==> config.mk <==
export PLATFORM = sky130hd
export DESIGN_NAME = addsub_seq
export DESIGN_NICKNAME = d
export VERILOG_FILES = /design/src/rtl/addsub_seq.sv
export SDC_FILE = /design/constraint.sdc
export NUM_CORES = 1
export LEC_CHECK = 0
export CORE_MARGIN = 2
export CORE_UTILIZATION = 30
export DETAILED_ROUTE_END_ITERATION = 8
export GPL_ROUTABILITY_DRIVEN = 0
export PLACE_DENSITY = 0.55
export SYNTH_ARGS = -nofsm -noshare
export SYNTH_HDL_FRONTEND = slang
export SYNTH_SLANG_ARGS = --single-unit
==> constraint.sdc <==
create_clock -name clk -period 5.5 [get_ports clk]
set_input_delay 0.825 -clock clk [delete_from_list [all_inputs] [get_ports clk]]
set_output_delay 0.825 -clock clk [all_outputs]
set_load 0.005 [all_outputs]
==> src/rtl/addsub_seq.sv <==
// Multi-cycle 32-bit add/subtract, CHUNK_W bits per cycle through a registered ripple carry.
// Latency: start accepted at edge T, done pulses in the cycle after edge T+N (N = 32/CHUNK_W).
// Backpressure: start is honoured only in IDLE or DONE; starts while busy are dropped, not queued.
// Optional feature macro ADDSUB_OVF_EN: registers signed overflow and signed less-than flags.
module addsub_seq #(
  parameter int CHUNK_W = 8
) (
  input  logic        clk,
  input  logic        rst,
  input  logic        start,
  input  logic        sub,
  input  logic [31:0] a,
  input  logic [31:0] b,
  output logic        busy,
  output logic        done,
  output logic [31:0] result,
  output logic        zf,
  output logic        nz,
  output logic        cout,
  output logic        ovf,
  output logic        lt
);

  localparam int N  = 32 / CHUNK_W;
  localparam int KW = (N > 1) ? $clog2(N) : 1;
  localparam logic [31:0] CHUNK_MASK = 32'((64'd1 << CHUNK_W) - 64'd1);

  typedef enum logic [1:0] {IDLE, RUN, DONE} state_t;

  state_t          state_q, state_d;
  logic [31:0]     a_q, a_d;
  logic [31:0]     b_q, b_d;      // already inverted for subtraction
  logic [31:0]     res_q, res_d;
  logic            carry_q, carry_d;
  logic [KW-1:0]   k_q, k_d;
  logic            zf_q, zf_d;
  logic            nz_q, nz_d;
  logic            cout_q, cout_d;

  logic [31:0]        sh;
  logic [CHUNK_W-1:0] a_chunk, b_chunk;
  logic [CHUNK_W:0]   chunk_sum;
  logic [31:0]        res_run;
  logic               last_chunk;
  logic               finishing;

  // Chunk adder: select chunk k of both operands and splice the sum back into the result.
  always_comb begin
    sh         = 32'(k_q) * 32'(CHUNK_W);
    a_chunk    = CHUNK_W'(a_q >> sh);
    b_chunk    = CHUNK_W'(b_q >> sh);
    chunk_sum  = {1'b0, a_chunk} + {1'b0, b_chunk} + (CHUNK_W+1)'(carry_q);
    res_run    = (res_q & ~(CHUNK_MASK << sh)) | (32'(chunk_sum[CHUNK_W-1:0]) << sh);
    last_chunk = (k_q == KW'(N - 1));
    finishing  = (state_q == RUN) && last_chunk;
  end

  // Next-state and datapath update; everything holds unless the FSM says otherwise.
  always_comb begin
    state_d = state_q;
    a_d     = a_q;
    b_d     = b_q;
    res_d   = res_q;
    carry_d = carry_q;
    k_d     = k_q;
    zf_d    = zf_q;
    nz_d    = nz_q;
    cout_d  = cout_q;
    case (state_q)
      IDLE, DONE: begin
        if (start) begin
          a_d     = a;
          b_d     = sub ? ~b : b;
          carry_d = sub;           // +1 completes the two's complement of b
          k_d     = '0;
          state_d = RUN;
        end else begin
          state_d = IDLE;
        end
      end
      RUN: begin
        res_d   = res_run;
        carry_d = chunk_sum[CHUNK_W];
        if (last_chunk) begin
          // Flags only move here so they stay stable while chunks are in flight.
          cout_d  = chunk_sum[CHUNK_W];
          zf_d    = (res_run == 32'd0);
          nz_d    = (res_run != 32'd0);
          state_d = DONE;
        end else begin
          k_d = k_q + KW'(1);
        end
      end
      default: state_d = IDLE;
    endcase
  end

  // State and datapath registers with synchronous reset.
  always_ff @(posedge clk) begin
    if (rst) begin
      state_q <= IDLE;
      a_q     <= '0;
      b_q     <= '0;
      res_q   <= '0;
      carry_q <= 1'b0;
      k_q     <= '0;
      zf_q    <= 1'b0;
      nz_q    <= 1'b0;
      cout_q  <= 1'b0;
    end else begin
      state_q <= state_d;
      a_q     <= a_d;
      b_q     <= b_d;
      res_q   <= res_d;
      carry_q <= carry_d;
      k_q     <= k_d;
      zf_q    <= zf_d;
      nz_q    <= nz_d;
      cout_q  <= cout_d;
    end
  end

`ifdef ADDSUB_OVF_EN
  logic ovf_q, lt_q;
  logic ovf_now;

  assign ovf_now = (a_q[31] == b_q[31]) && (res_run[31] != a_q[31]);

  // Signed overflow and signed less-than, captured with the other flags on the last chunk.
  always_ff @(posedge clk) begin
    if (rst) begin
      ovf_q <= 1'b0;
      lt_q  <= 1'b0;
    end else if (finishing) begin
      ovf_q <= ovf_now;
      lt_q  <= res_run[31] ^ ovf_now;
    end
  end

  assign ovf = ovf_q;
  assign lt  = lt_q;
`else
  assign ovf = 1'b0;
  assign lt  = 1'b0;
`endif

  assign busy   = (state_q == RUN);
  assign done   = (state_q == DONE);
  assign result = res_q;
  assign zf     = zf_q;
  assign nz     = nz_q;
  assign cout   = cout_q;

endmodule
Yosys cells after proc, flatten, opt, wreduce, memory -nomap -nowiden
Cells that the tools add are included.
{"block": "totals", "regBits": 104, "out_inout_bits": 39, "inputBits": 68}
{"block": "classes", "shift": 4, "n_reduce_logical": 9, "bitwise": 4, "n_mux": 9, "eq_ne": 6, "n_addsub": 3}
{"operator": "32-bit inverter", "count": 2}
{"operator": "32-bit by 5-bit >> shifter with 8-bit output", "count": 2}
{"operator": "32-bit bitwise AND", "count": 1}
{"operator": "32-bit logical NOT", "count": 1}
{"operator": "32-bit two-way mux", "count": 1}
{"operator": "32-bit bitwise OR", "count": 1}
{"operator": "32-bit nonzero test", "count": 1}
{"operator": "8-bit by 5-bit << shifter with 32-bit output", "count": 1}
{"operator": "8-bit by 5-bit << shifter with 32-bit output (first input constant)", "count": 1}
{"operator": "8-bit by 8-bit adder with 9-bit output", "count": 1}
{"operator": "9-bit by 1-bit adder with 9-bit output", "count": 1}
{"operator": "2-bit one-hot mux with 2 select lines", "count": 2}
{"operator": "2-bit two-way mux", "count": 3}
{"operator": "2-bit AND reduction", "count": 3}
{"operator": "2-bit == test (second input constant)", "count": 2}
{"operator": "2-bit inequality test (second input constant)", "count": 2}
{"operator": "3-bit AND reduction", "count": 1}
{"operator": "2-bit by 1-bit adder with 2-bit output (second input constant)", "count": 1}
{"operator": "2-bit by 1-bit == test with 1-bit output (second input constant)", "count": 1}
{"operator": "2-bit logical NOT", "count": 1}
{"operator": "1-bit two-way mux", "count": 2}
{"operator": "2-bit by 1-bit inequality test with 1-bit output (second input constant)", "count": 1}
{"operator": "1-bit one-hot mux with 2 select lines", "count": 1}
{"operator": "2-bit nonzero test", "count": 1}
{"operator": "2-bit OR reduction", "count": 1}

Logic depth before layout (Yosys ltp)
Gate-level depths: netlist of run 1.
{"block": "depth", "word_depth": 6, "ltp_mapped": 11, "depth_no_buf": 9}

Worst setup path before layout of run 1
Ideal clock, no wire load.
{"block": "synth_timing", "path_kind": "register to register", "start": "reg k_q[0]", "end": "reg zf_q, in the netlist zf", "arrival_ns": 3.747, "synth_period_minus_slack_ns": 3.807, "path_slack_ns": 1.693, "t_required_ns": 5.439, "setup_time_ns": 0.061, "path_stages_with_launch": 12, "cell_sequence": "dfxtp_1 -> buf_2 -> buf_2 -> mux4_2 -> fa_1 -> fa_1 -> a211oi_4 -> nor2_2 -> xor2_2 -> or2_0 -> nor4_2 -> a32o_1"}
{"block": "synth_via", "elab_chain_len": 6, "word_cells_on_any_way": 12, "cone_classes": "add/sub: 2; eq/ne: 1; shift: 4; bitwise: 3; reduce/logical: 2"}
{"item": "start, declared", "line_no": "35", "source": "logic [KW-1:0] k_q, k_d;"}
{"item": "start signal, assigned", "line_no": "116", "source": "k_q <= k_d;"}
{"item": "32-bit by 5-bit >> shifter with 8-bit output, on equally long branches", "line_no": "50, 51"}
{"item": "8-bit by 8-bit adder with 9-bit output", "line_no": "52", "source": "chunk_sum = {1'b0, a_chunk} + {1'b0, b_chunk} + (CHUNK_W+1)'(carry_q);"}
{"item": "9-bit by 1-bit adder with 9-bit output", "line_no": "52"}
{"item": "8-bit by 5-bit << shifter with 32-bit output", "line_no": "53", "source": "res_run = (res_q & ~(CHUNK_MASK << sh)) | (32'(chunk_sum[CHUNK_W-1:0]) << sh);"}
{"item": "32-bit bitwise OR", "line_no": "53"}
{"item": "32-bit logical NOT", "line_no": "87", "source": "zf_d = (res_run == 32'd0);"}
{"item": "end signal, assigned", "line_no": "117", "source": "zf_q <= zf_d;"}
{"item": "end, declared", "line_no": "36", "source": "logic zf_q, zf_d;"}
Parallel ways exist; a longest one is shown, timed or not.
A chain may end at the register's enable or synchronous reset.

Worst setup path after layout of run 1
Same ends and word-level chain as after synthesis.

==> results.py, run 1 <==
metrics = {
    "outcome": {
        "status": "complete, no violations",
    },
    "clock_tree": {
        "post_cts_buffers": 0,
        "worstSkewPairLatency_ns": 0.35,
        "clock_sinks": 104,
        "h-tree-depth": 3,
        "post_cts_resized": 0,
        "numCtsBuffers": 9,
        "clk_pin_slew_ns": 0.07,
        "cts_tree": "built",
        "cts_root_buf": "clkbuf_16",
        "cts.hold.buffers_added": 0,
        "cts_buffer_depth": 2,
    },
    "grt": {
        "grt_pass1_vias": 4086,
        "overflow": 0,
        "grt_antenna_before_repair": 0,
        "grt_use_met2_pct": 25.38,
        "grt_first_pass_wirelength_um": 21020,
        "use_met1_pct": 19.38,
        "grt_max_degree": 100,
        "grt_use_total_pct": 15.08,
        "met3_usage_pct": 3.230,
        "busiest_layer": "met2",
    },
    "routing": {
        "ant_nets": 0,
        "num_vias": 4133,
        "drc": 0,
        "viasPerCell": 4.897,
        "wl_per_cell_um": 15.27,
        "drt-total-wl_um": 12890,
        "drt_iter0_drc": 219,
        "dr.pass1.iters": 4,
    },
    "die": {
        "num_rows": 46,
        "die_h_um": 132.0,
        "die_area_sq_um": 17430,
        "io_pins": 107,
        "die-width_um": 132.0,
        "core_area_sq_um": 15940,
        "start_util_pct": 30.85,
    },
    "sta": {
        "rsz0062_at_grt": "no",
        "slew_violations": 0,
        "max_freq_ghz": 0.2501,
        "setup_ws_ns": 1.501,
        "fin_tns_setup_ns": 0,
        "finalCritPeriodShare_pct": 72.71,
        "hold_violations": 0,
        "fin_skew_ns": 0.008705,
        "period_needed_ns": 3.999,
        "setup_viol": 0,
        "slew_headroom_pct": 20.91,
        "timing.hold.ws_ns": 0.4539,
        "worstMarginPinSlew_ns": 1.186,
    },
    "setup_path": {
        "crit_fanout": 14,
        "cp-endpoint": "zf",
        "critPathRequiredTime_ns": 5.80,
        "worstRegToRegCells": 9,
        "critPathLaunch": "k_q[0]",
        "cpMaxStageDelayCell": "dfxtp_1",
        "rr_endpoint": "zf",
        "startpoint_type": "flop",
        "crit_chain": "mux4_2 -> fa_1 -> fa_1 -> xor2_1 -> o2bb2ai_1 -> nor4_2 -> o211ai_2 -> nor4_2 -> a32o_1",
        "cp.arrival_ns": 4.30,
        "rr_startpoint": "k_q[0]",
        "cpPeakStageDelay_ns": 0.91,
        "path_class": "reg2reg",
        "crit_cells": 9,
        "end_kind": "flop",
        "critPathTopFamily": "adder cells",
        "crit_buf_inv": 0,
        "ff2ff_setup_slack_ns": 1.50,
    },
    "place": {
        "dp_hpwl_um": 9439,
        "place_area_sq_um": 6072,
        "pre_cts_ws_ns": 1.478,
        "io_buffers": 104,
        "dp.cells": 829,
    },
    "pwr": {
        "power_frac_comb_pct": 21.0,
        "total_power_mw": 1.805,
        "clock_power_share_pct": 33.0,
        "p_int_mw": 1.301,
        "switching_share_pct": 27.91,
        "p_leak_nw": 2.201,
        "seqPwrFrac_pct": 46.0,
        "power.density_nw_per_um2": 284.8,
        "switchingPower_mw": 0.5040,
        "vdd_drop_max_mv": 0.1463,
    },
    "layout": {
        "drive_gt1_share_pct": 6.688,
        "layout.cells.non_filler": 844,
        "final_common_cell": "dfxtp_1",
        "fillerInstances": 1635,
        "nets": 705,
        "final_cell_mix": "dfxtp_1, clkdlybuf4s50_1, nor2_1",
        "area_delta_synth_final_pct": 28.90,
        "num_antenna_cells": 0,
        "design_area_sq_um": 6340,
        "postLayoutCoreUtil_pct": 39.77,
    },
    "synthesis": {
        "synth_adder_area_share_pct": 3.612,
        "synth-seq-cells": 104,
        "synth_xor_area_share_pct": 6.563,
        "synth_area_sq_um": 4918,
        "synth-edff-count": 0,
        "synth_top_cell_area_share_pct": 42.33,
        "synthSimpleGateAreaFrac_pct": 16.31,
        "ys_top_cells_by_area": "dfxtp_1, mux4_2, nor2_1",
        "muxShareOfSynthArea_pct": 7.530,
        "synth_top_family_by_area": "compound AO/OA/AOI/OAI gates",
        "synth_flop_cell": "dfxtp_1",
        "ys_seq_area_share_pct": 42.33,
        "synth_compound_area_share_pct": 19.03,
        "synth-async-reset-ratio_pct": 0,
        "synth_top_area_cell": "dfxtp_1",
        "postSynthAreaPerCell_sq_um": 8.992,
        "syn_inst": 547,
        "yosys_warnings": 0,
        "synth_cell_type_count": 50,
    },
    "hold_path": {
        "min_path_type": "reg2reg",
    },
    "job": {
        "drv_cap": 0,
    },
}
[registers in the layout, indices dropped and copies added, names as in the netlist]
name	cells
k_q	2
a_q	32
carry_q	1
state_q	2
zf	1
result	32
nz	1
b_q	32
cout	1
[kinds of logic (layout without fill, tap and decap cells)]
group | count (synthesis) | count (layout)
mux | 17 | 17
other cells | 1 | 2
simple gates | 188 | 188
flops | 104 | 104
compound gates | 136 | 136
buf+inv | 52 | 132
xor+xnor | 36 | 36
fa+ha+maj | 13 | 13
[synth_stat cells (2+ instances only)]
master / n
fa_1: 2
o32ai_1: 2
a211oi_1: 35
inv_1: 9
clkbuf_1: 29
nor4_2: 2
nand2_1: 74
a21oi_1: 40
nor3_1: 8
xnor2_1: 33
ha_1: 11
o21ai_0: 4
mux4_2: 16
a22oi_1: 31
o21a_1: 3
a211o_1: 2
buf_2: 7
o21ai_1: 5
nand2b_1: 4
nor4_1: 4
dfxtp_1: 104
buf_4: 2
buf_1: 3
a31oi_1: 2
o22ai_1: 2
nor2_1: 80
xor2_1: 2
nor2b_1: 5
or3_1: 2
nor3b_1: 4
[layer usage]
| layer | vias to the layer above | routed length [um] | share of wire (%) |
|---|---|---|---|
| met5 | - | 0 | 0 |
| met4 | 0 | 202 | 1.6 |
| met3 | 16 | 633 | 4.9 |
| met2 | 118 | 6093 | 47 |
| met1 | 1903 | 5958 | 46 |
| li1 | 2096 | - | - |
[worst register-to-register path: cells and delay by family (launching register included)]
kind            cells  cell delay (ns)
xor+xnor            1             0.28
flops               1             0.91
mux                 1             0.62
compound gates      3             0.58
fa+ha+maj           2             0.92
simple gates        2             0.65
[worst min-delay path by stage]
| stage | from | end | slack (ns) | cells after the start |
|---|---|---|---|---|
| after floorplan | a_q[16] | a_q[16] | 0.43 | 2 |
| after global placement | a_q[19] | a_q[19] | 0.44 | 2 |
| after detailed placement | a_q[29] | a_q[29] | 0.45 | 2 |
| after CTS | a_q[27] | a_q[27] | 0.46 | 2 |
| after global routing | a_q[22] | a_q[22] | 0.48 | 2 |
| final | a_q[19] | a_q[19] | 0.45 | 2 |
[power by group through the flow]
stage	Sequential (mW)	Clock (mW)	Combinational [mW]
floorplan	0.833	0	0.250
global placement	0.848	0	0.373
detailed placement	0.849	0	0.379
CTS	0.832	0.609	0.379
global route	0.838	0.641	0.416
finish	0.831	0.596	0.379
[final cells by class]
type | instances | area [sq um] | area share [%]
clock buffers | 15 | 267.8 | 4.223
inverters | 10 | 42.54 | 0.6710
multi-input cells | 392 | 2624 | 41.39
flip-flops and latches | 104 | 2082 | 32.84
well taps | 216 | 270.3 | 4.263
repair buffers | 107 | 1054 | 16.62
(Power assumes the default switching activity.)
==> run 2: changes to the inputs <==
- PLACE_DENSITY: 0.55 -> 0.57
- clock period: 5.5 -> 3.3 ns (I/O delays scaled with it)
==> results.py, run 2 (synthesis results as in run 1) <==
metrics = {
    "outcome": {
        "status": "complete, no violations",
    },
    "setup_path": {
        "cpMaxStageDelayCell": "mux4_2",
        "cp_common_cell": "fa_2",
        "crit_buf_inv": 1,
        "cp.arrival_ns": 3.41,
        "cpPeakStageDelay_ns": 0.52,
        "critPathTopFamily": "compound AO/OA/AOI/OAI gates",
        "path_class": "reg2reg",
        "startpoint_type": "flop",
        "crit_chain": "mux4_2 -> fa_2 -> fa_2 -> a211oi_4 -> buf_4 -> o31ai_1 -> a221o_1 -> nor4_4 -> a211oi_1",
        "crit_fanout": 4,
        "end_kind": "flop",
        "critPathRequiredTime_ns": 3.50,
    },
    "layout": {
        "drive_gt1_share_pct": 8.962,
        "final_cell_mix": "dfxtp_1, clkdlybuf4s50_1, nor2_1",
        "fillerInstances": 1576,
        "design_area_sq_um": 6479,
        "area_delta_synth_final_pct": 31.72,
        "final_common_cell": "dfxtp_1",
        "nets": 712,
        "num_antenna_cells": 0,
        "seqCellArea_sq_um": 2086,
        "multiInputGateArea_sq_um": 2638,
    },
    "job": {
        "drv_cap": 0,
    },
    "clock_tree": {
        "clock_sinks": 104,
        "cts_root_buf": "clkbuf_16",
        "clk_pin_slew_ns": 0.07,
        "h-tree-depth": 3,
        "cts_buffer_depth": 2,
        "numCtsBuffers": 9,
        "worstSkewPairLatency_ns": 0.36,
        "cts.hold.buffers_added": 0,
        "cts_tree": "built",
    },
    "routing": {
        "viasPerCell": 4.911,
        "dr.pass1.iters": 5,
        "num_vias": 4184,
        "ant_nets": 0,
        "drc": 0,
        "wl_per_cell_um": 15.12,
        "drt_iter0_drc": 233,
        "drt-total-wl_um": 12890,
    },
    "sta": {
        "finalCritPeriodShare_pct": 97.06,
        "slew_violations": 0,
        "setup_viol": 0,
        "setup_ws_ns": 0.09717,
        "hold_violations": 0,
        "worstMarginPinSlew_ns": 0.9385,
        "timing.hold.ws_ns": 0.4569,
        "period_needed_ns": 3.203,
        "max_freq_ghz": 0.3122,
        "fin_tns_setup_ns": 0,
        "slew_headroom_pct": 36.95,
        "fin_skew_ns": 0.006868,
    },
    "grt": {
        "grt_use_total_pct": 15.10,
        "grt_pass1_vias": 4127,
        "grt_max_degree": 83,
        "grt_antenna_before_repair": 0,
        "grt_first_pass_wirelength_um": 21070,
        "overflow": 0,
    },
    "hold_path": {
        "min_path_type": "reg2reg",
    },
    "pwr": {
        "power.density_nw_per_um2": 492.0,
        "vdd_drop_max_mv": 0.2999,
        "total_power_mw": 3.188,
        "p_leak_nw": 2.272,
    },
    "die": {
        "core_area_sq_um": 15940,
        "num_rows": 46,
        "die_h_um": 132.0,
        "die_area_sq_um": 17430,
        "die-width_um": 132.0,
        "io_pins": 107,
        "start_util_pct": 30.85,
    },
    "place": {
        "io_buffers": 104,
        "pre_cts_ws_ns": 0.09607,
        "dp_hpwl_um": 9532,
        "place_area_sq_um": 6138,
    },
}
run 2: what timing repair did:
action | CTS | global route
gates resized for setup | 0 | 3
hold endpoints to repair | 0 | 0
buffers inserted | 0 | 1
endpoints found under the setup margin | 0 | 2
run 2: tightest hold or removal path: cells and delay by family (launching register included):
family	cells	cell delay [ns]
AOI/OAI and AO/OA	1	0.05
DFF	1	0.31
and+or+nand+nor	1	0.05
run 2: area by class of cell:
| cell class | instances | share of cell area (%) |
|---|---|---|
| clock buffer | 9 | 3.476 |
| timing repair buffer | 114 | 17.36 |
| inverter | 10 | 0.6566 |
| clock inverter | 7 | 1.429 |
| multi-input combinational | 392 | 40.71 |
| sequential | 104 | 32.19 |
| tap | 216 | 4.171 |
run 2: worst paths after layout:
check | to | cells after the start | startpoint | slack, ns
min reg2reg | a_q[15] | 2 | a_q[15] | 0.46
max | nz | 9 | k_q[0] | 0.1
max reg2reg | nz | 9 | k_q[0] | 0.1
min | a_q[15] | 2 | a_q[15] | 0.46
run 2: metal layers:
metal / track usage (%) / share of wire [%] / up-vias
met5: 0 / 0 / -
met4: 5.254 / 1.5 / 0
met3: 3.268 / 4.6 / 14
met2: 24.57 / 47 / 121
met1: 19.84 / 47 / 1946
li1: - / - / 2103
run 2: per-stage QoR:
stage	util (%)	cells
5_1_grt	40.64	852
6_report	40.64	852
4_1_cts	40.50	851
2_1_floorplan	-	548
3_3_place_gp	38.50	835
3_5_place_dp	38.50	835
run 2: power breakdown:
group,switching [mW],internal (mW),total (mW)
clock,0.481,0.666,1.15
sequential,0.0462,1.33,1.38
combinational,0.358,0.308,0.665
total,0.884,2.30,3.19
==> run 3: changes to the inputs <==
- CAP_MARGIN: default -> 20
- TNS_END_PERCENT: default -> 20
==> results of run 3 <==
Same layout as run 2: the final DEF is identical, and so are final timing and power.
